[config.mk]
export PLATFORM = sky130hd
export DESIGN_NAME = core_run_ctrl
export DESIGN_NICKNAME = d
export VERILOG_FILES = /design/src/rtl/core_run_ctrl.sv
export SDC_FILE = /design/constraint.sdc
export NUM_CORES = 1
export LEC_CHECK = 0
export ABC_AREA = 1
export BUFFER_PORTS_ARGS = -buffer_cell sky130_fd_sc_hd__buf_2
export CORE_UTILIZATION = 30
export CTS_CLUSTER_DIAMETER = 50
export DETAILED_ROUTE_END_ITERATION = 6
export PLACE_DENSITY = 0.61
export SETUP_SLACK_MARGIN = 0.2
export SLEW_MARGIN = 25
export SYNTH_ARGS = -nofsm -noshare
export SYNTH_HDL_FRONTEND = slang
export SYNTH_SLANG_ARGS = --single-unit
export TNS_END_PERCENT = 1
[constraint.sdc]
create_clock -name clk -period 3.1 [get_ports clk]
set_input_delay 0.155 -clock clk [delete_from_list [all_inputs] [get_ports clk]]
set_output_delay 0.155 -clock clk [all_outputs]
set_load 0.03 [all_outputs]
[src/rtl/core_run_ctrl.sv]
// Run controller: sequences the core reset, watches retirement and stores for
// end-of-program (tohost write, self-loop) or timeout, then freezes the core.
module core_run_ctrl #(
    parameter int               XLEN         = 32,
    parameter int               CNT_W        = 32,
    parameter int               RST_HOLD     = 4,
    parameter int               DRAIN_CYCLES = 4,
    parameter int               LOOP_N       = 8,
    parameter int               TIMEOUT      = 100000,
    parameter logic [XLEN-1:0]  TOHOST_ADDR  = 32'h0000_1000
) (
    input  logic             clk,
    input  logic             rst,
    input  logic             start,
    input  logic             retire_valid,
    input  logic [XLEN-1:0]  retire_pc,
    input  logic             st_valid,
    input  logic [XLEN-1:0]  st_addr,
    input  logic [XLEN-1:0]  st_data,
    output logic             core_rst,
    output logic             core_stall,
    output logic             running,
    output logic             done,
    output logic             pass,
    output logic [1:0]       halt_cause,
    output logic [XLEN-1:0]  fail_code,
    output logic [CNT_W-1:0] cycle_count,
    output logic [CNT_W-1:0] instret_count
);
    // state      | meaning
    // S_IDLE     | core held in reset, waiting for start
    // S_HOLD     | core_rst asserted for RST_HOLD cycles
    // S_RUN      | core executing, halt detection armed
    // S_DRAIN    | halt latched, pipeline allowed to retire
    // S_DONE     | core frozen, verdict valid
    localparam logic [2:0] S_IDLE  = 3'd0;
    localparam logic [2:0] S_HOLD  = 3'd1;
    localparam logic [2:0] S_RUN   = 3'd2;
    localparam logic [2:0] S_DRAIN = 3'd3;
    localparam logic [2:0] S_DONE  = 3'd4;

    localparam int HW = $clog2(RST_HOLD + 1);
    localparam int DW = $clog2(DRAIN_CYCLES + 2);
    localparam int LW = $clog2(LOOP_N + 1);

    localparam logic [HW-1:0]    HOLD_LOAD  = HW'(RST_HOLD - 1);
    localparam logic [DW-1:0]    DRAIN_LOAD = (DRAIN_CYCLES > 0) ? DW'(DRAIN_CYCLES - 1) : '0;
    localparam logic [LW-1:0]    LOOP_TC    = LW'(LOOP_N);
    localparam logic [CNT_W-1:0] TIMEOUT_TC = CNT_W'(TIMEOUT);

    logic [2:0]       state;
    logic [HW-1:0]    hold_cnt;
    logic [DW-1:0]    drain_cnt;
    logic [XLEN-1:0]  last_pc;
    logic [LW-1:0]    rep_cnt;

    logic [CNT_W-1:0] cyc_inc;
    logic [CNT_W-1:0] ins_inc;
    logic [LW-1:0]    rep_next;
    logic             tohost_hit;
    logic             loop_hit;
    logic             timeout_hit;
    logic             halt;

    always_comb begin
        cyc_inc     = (&cycle_count) ? cycle_count : cycle_count + 1'b1;
        ins_inc     = (&instret_count) ? instret_count : instret_count + 1'b1;
        // rep_cnt==0 marks an empty tracker so the first retirement always reloads
        rep_next    = (rep_cnt != '0 && retire_pc == last_pc) ? rep_cnt + LW'(1) : LW'(1);
        tohost_hit  = st_valid && (st_addr == TOHOST_ADDR) && (st_data != '0);
        loop_hit    = retire_valid && (rep_next == LOOP_TC);
        timeout_hit = (cyc_inc == TIMEOUT_TC);
        halt        = (state == S_RUN) && (tohost_hit || loop_hit || timeout_hit);
    end

    always_ff @(posedge clk or negedge rst) begin
        if (!rst) begin
            state         <= S_IDLE;
            hold_cnt      <= '0;
            drain_cnt     <= '0;
            last_pc       <= '0;
            rep_cnt       <= '0;
            core_rst      <= 1'b1;
            core_stall    <= 1'b0;
            running       <= 1'b0;
            done          <= 1'b0;
            pass          <= 1'b0;
            halt_cause    <= 2'd0;
            fail_code     <= '0;
            cycle_count   <= '0;
            instret_count <= '0;
        end else begin
            case (state)
                S_IDLE, S_DONE: begin
                    if (start) begin
                        state         <= S_HOLD;
                        hold_cnt      <= HOLD_LOAD;
                        last_pc       <= '0;
                        rep_cnt       <= '0;
                        core_rst      <= 1'b1;
                        core_stall    <= 1'b0;
                        done          <= 1'b0;
                        pass          <= 1'b0;
                        halt_cause    <= 2'd0;
                        fail_code     <= '0;
                        cycle_count   <= '0;
                        instret_count <= '0;
                    end
                end
                S_HOLD: begin
                    if (hold_cnt == '0) begin
                        state    <= S_RUN;
                        core_rst <= 1'b0;
                        running  <= 1'b1;
                    end else begin
                        hold_cnt <= hold_cnt - HW'(1);
                    end
                end
                S_RUN: begin
                    cycle_count <= cyc_inc;
                    if (retire_valid) begin
                        instret_count <= ins_inc;
                        last_pc       <= retire_pc;
                        rep_cnt       <= rep_next;
                    end
                    if (halt) begin
                        if (tohost_hit) begin
                            halt_cause <= 2'd1;
                            pass       <= (st_data == XLEN'(1));
                            fail_code  <= (st_data == XLEN'(1)) ? '0 : (st_data >> 1);
                        end else if (loop_hit) begin
                            halt_cause <= 2'd2;
                            pass       <= 1'b1;
                        end else begin
                            halt_cause <= 2'd3;
                            pass       <= 1'b0;
                        end
                        if (DRAIN_CYCLES == 0) begin
                            state      <= S_DONE;
                            running    <= 1'b0;
                            done       <= 1'b1;
                            core_stall <= 1'b1;
                        end else begin
                            state     <= S_DRAIN;
                            drain_cnt <= DRAIN_LOAD;
                        end
                    end
                end
                S_DRAIN: begin
                    cycle_count <= cyc_inc;
                    if (retire_valid) begin
                        instret_count <= ins_inc;
                    end
                    if (drain_cnt == '0) begin
                        state      <= S_DONE;
                        running    <= 1'b0;
                        done       <= 1'b1;
                        core_stall <= 1'b1;
                    end else begin
                        drain_cnt <= drain_cnt - DW'(1);
                    end
                end
                default: begin
                    state <= S_IDLE;
                end
            endcase
        end
    end
endmodule

==> impl_metrics.toml <==
[finish]
fillerInstances = 2834
mostFrequentLayoutCell = "nand2_1"
area_delta_synth_final_pct = 29.54
num-nets-final = 1486
final_cell_mix = "nand2_1 (288), buf_2 (201), dfrtp_1 (145), nor2_1 (144), inv_1 (137)"
postLayoutCoreUtil_pct = 39.92
drive_gt1_share_pct = 20.50
finalNonFillerCells = 1763

[sta]
slew-limit-headroom_pct = 55.68
tightest_slew_ns = 0.6647
max_freq_ghz = 0.3695
rsz0062_at_grt = "true"
drv_slew = 0
final.period_utilization_pct = 87.31
period_needed_ns = 2.707
hold_viol_final = 0
finalSetupTns_ns = 0
fin_ws_ns = 0.3934
skew_ns = 0.01436
setup_viol = 0
hold_slack_ns = 0.01649

[grt]
grt_util_met1_pct = 23.59
grt.overflow.total = 0
grt_pass1_vias = 8209
grt.busiest_layer = "met2"
antenna_found_initial = 1
grt_max_degree = 63
grt_use_met2_pct = 29.82
grt_usage_pct = 17.99
grt_pass1_wl_mm = 41.23
use_met3_pct = 4.115

[clock_tree]
cts_tree = "yes"
clkTransAtPathRegs_ns = 0.07
cts_resized = 0
numCtsBuffers = 17
cts.sinks = 146
htreeDepth = 4
insertion_delay_ns = 0.42
cts.root.buffer_cell = "clkbuf_16"
clock_path_buffers = 2

[die]
fp-row-count = 60
start_util_pct = 30.81
die_y_um = 169.1
io_pins = 204
core_sq_um = 27180
die_area_sq_um = 28590
die_x_um = 169.1

[setup_path]
required_ns = 3.41
end_kind = "register"
worstPathMaxFanout = 25
cp-start-kind = "register"
crit_type = "reg2reg"
worstPathArrival_ns = 3.01

[power_and_ir_drop]
powerDensity_nw_per_um2 = 752.1
ir_drop_uv = 354.3
cellLeakagePower_nw = 5.233

[detailed_routing]
route.detailed.drc = 0
drtPass1Iterations = 5
vias = 8219
routedWlPerCell_um = 14.12
drtIter0Drc = 449
ant_nets = 0
totalWireLength_mm = 24.90
viasPerCell = 4.662

[synthesis]
yosys_warnings = 0
syn-cell-area_sq_um = 8374
syn_area_per_cell_sq_um = 7.359
syn-instance-count = 1138
ys_types = 44
synth_seq_cells = 146
syn-num-nets = 1247
yosysSeqAreaShare_pct = 43.64

[run_status]
status = "complete, no violations"

[hold_path]
hp-class = "in2reg"

[place]
place.gp.congestion = 0.9293
place_ws_ns = 0.4066
port_buffers = 202
hpwl_mm = 18.24
dp.cells = 1691

[run]
max_cap_violations = 0
-- cell usage after synthesis (all sizes together) --
master | count | area share [%]
nand2 | 298 | 14
nor2 | 157 | 7.9
nor3b | 3 | 0.27
nor4b | 1 | 0.10
nand3 | 77 | 4.7
o21ai | 91 | 5.5
a31oi | 2 | 0.15
a21oi | 24 | 1.4
inv | 139 | 6.2
and2 | 2 | 0.15
o31ai | 3 | 0.27
nor4 | 5 | 0.37
nor3 | 24 | 1.5
o22ai | 32 | 2.4
conb | 1 | 0.045
ha | 8 | 1.2
buf | 11 | 0.87
o21a | 5 | 0.45
xnor2 | 18 | 1.9
dfrtp | 145 | 43
a211oi | 5 | 0.45
nand4 | 22 | 1.6
and3 | 2 | 0.15
xor2 | 25 | 2.6
or2 | 4 | 0.30
dfstp | 1 | 0.31
a2bb2oi | 2 | 0.21
nand3b | 5 | 0.45
clkinv | 2 | 0.15
clkbuf | 23 | 1.0
o32ai | 1 | 0.10
-- critical path, stage by stage, from the launching register on --
cell	delay, ns
dfrtp_1	0.48
ha_1	0.32
inv_1	0.13
nor2_4	0.06
nand2_4	0.13
nor2_8	0.07
nand2_4	0.15
clkinv_4	0.20
nor2_1	0.21
nand2_1	0.07
nor2_1	0.11
nand2_1	0.10
nor2_1	0.12
nand2_2	0.10
nand2_4	0.12
nand2_2	0.09
nand2_1	0.07
nand2_1	0.04
-- registers in the layout, indices dropped and copies added, names as in the netlist, 2 cells and up --
register and flops:
cycle_count 32, drain_cnt 3, fail_code 31, halt_cause 2, hold_cnt 3, instret_count 32
last_pc 32, rep_cnt 4, state 3
-- stage by stage --
| stage | cell area (sq um) | total power [mW] |
|---|---|---|
| 2_1_floorplan | 8374 | 4.939 |
| 3_3_place_gp | 9851 | 5.932 |
| 3_5_place_dp | 9851 | 5.993 |
| 4_1_cts | 10840 | 8.247 |
| 5_1_grt | 10850 | 8.763 |
| 6_report | 10850 | 8.158 |
-- routing by layer --
metal / share of wire, % / wire [um]
met1: 47 / 11580
met2: 47 / 11650
met3: 5.8 / 1454
met4: 0.85 / 211
met5: 0 / 0
-- worst paths after layout --
path | depth (start not counted) | from | endpoint | slack, ns
max in group asynchronous | 3 | rst | last_pc[17] | 1.97
min reg2reg | 2 | core_rst | core_rst | 0.46
max | 17 | cycle_count[0] | pass | 0.39
min | 3 | st_data[1] | fail_code[0] | 0.02
min in group asynchronous | 2 | rst | cycle_count[25] | 0.25
max reg2reg | 17 | cycle_count[0] | pass | 0.39
-- final cells by class --
type | count | area (sq um) | share of cell area (%)
timing repair buffer | 253 | 1520 | 14.01
inverter | 141 | 534.3 | 4.925
sequential | 146 | 3655 | 33.69
antenna | 1 | 2.502 | 0.02307
clock inverter | 14 | 166.4 | 1.534
clock buffer | 18 | 439.2 | 4.048
multi-input combinational | 818 | 4065 | 37.47
tap | 372 | 465.4 | 4.291
-- kinds of logic (layout without fill, tap and decap cells) --
logic type,Yosys count,count (layout),share of synthesized area [%]
simple gates,600,600,31.41
other cells,1,2,0.04478
fa+ha+maj,8,8,1.195
buf+inv,175,426,8.277
flops,146,146,43.64
compound gates,165,166,10.94
xor+xnor,43,43,4.497
-- what timing repair did --
| action | CTS | global route |
|---|---|---|
| hold buffers | 38 | 0 |
| setup endpoints to repair | 0 | 20 |
| hold endpoints to repair | 97 | 0 |
| buffers inserted | 0 | 0 |
-- report_power, final --
part	internal [mW]	total, mW	leakage [nW]	switching [mW]
Sequential	2.36	2.76	1.98	0.393
Combinational	1.00	3.23	2.96	2.23
Clock	1.24	2.17	0.288	0.936
No activity file was read; power rests on OpenSTA's default activity.
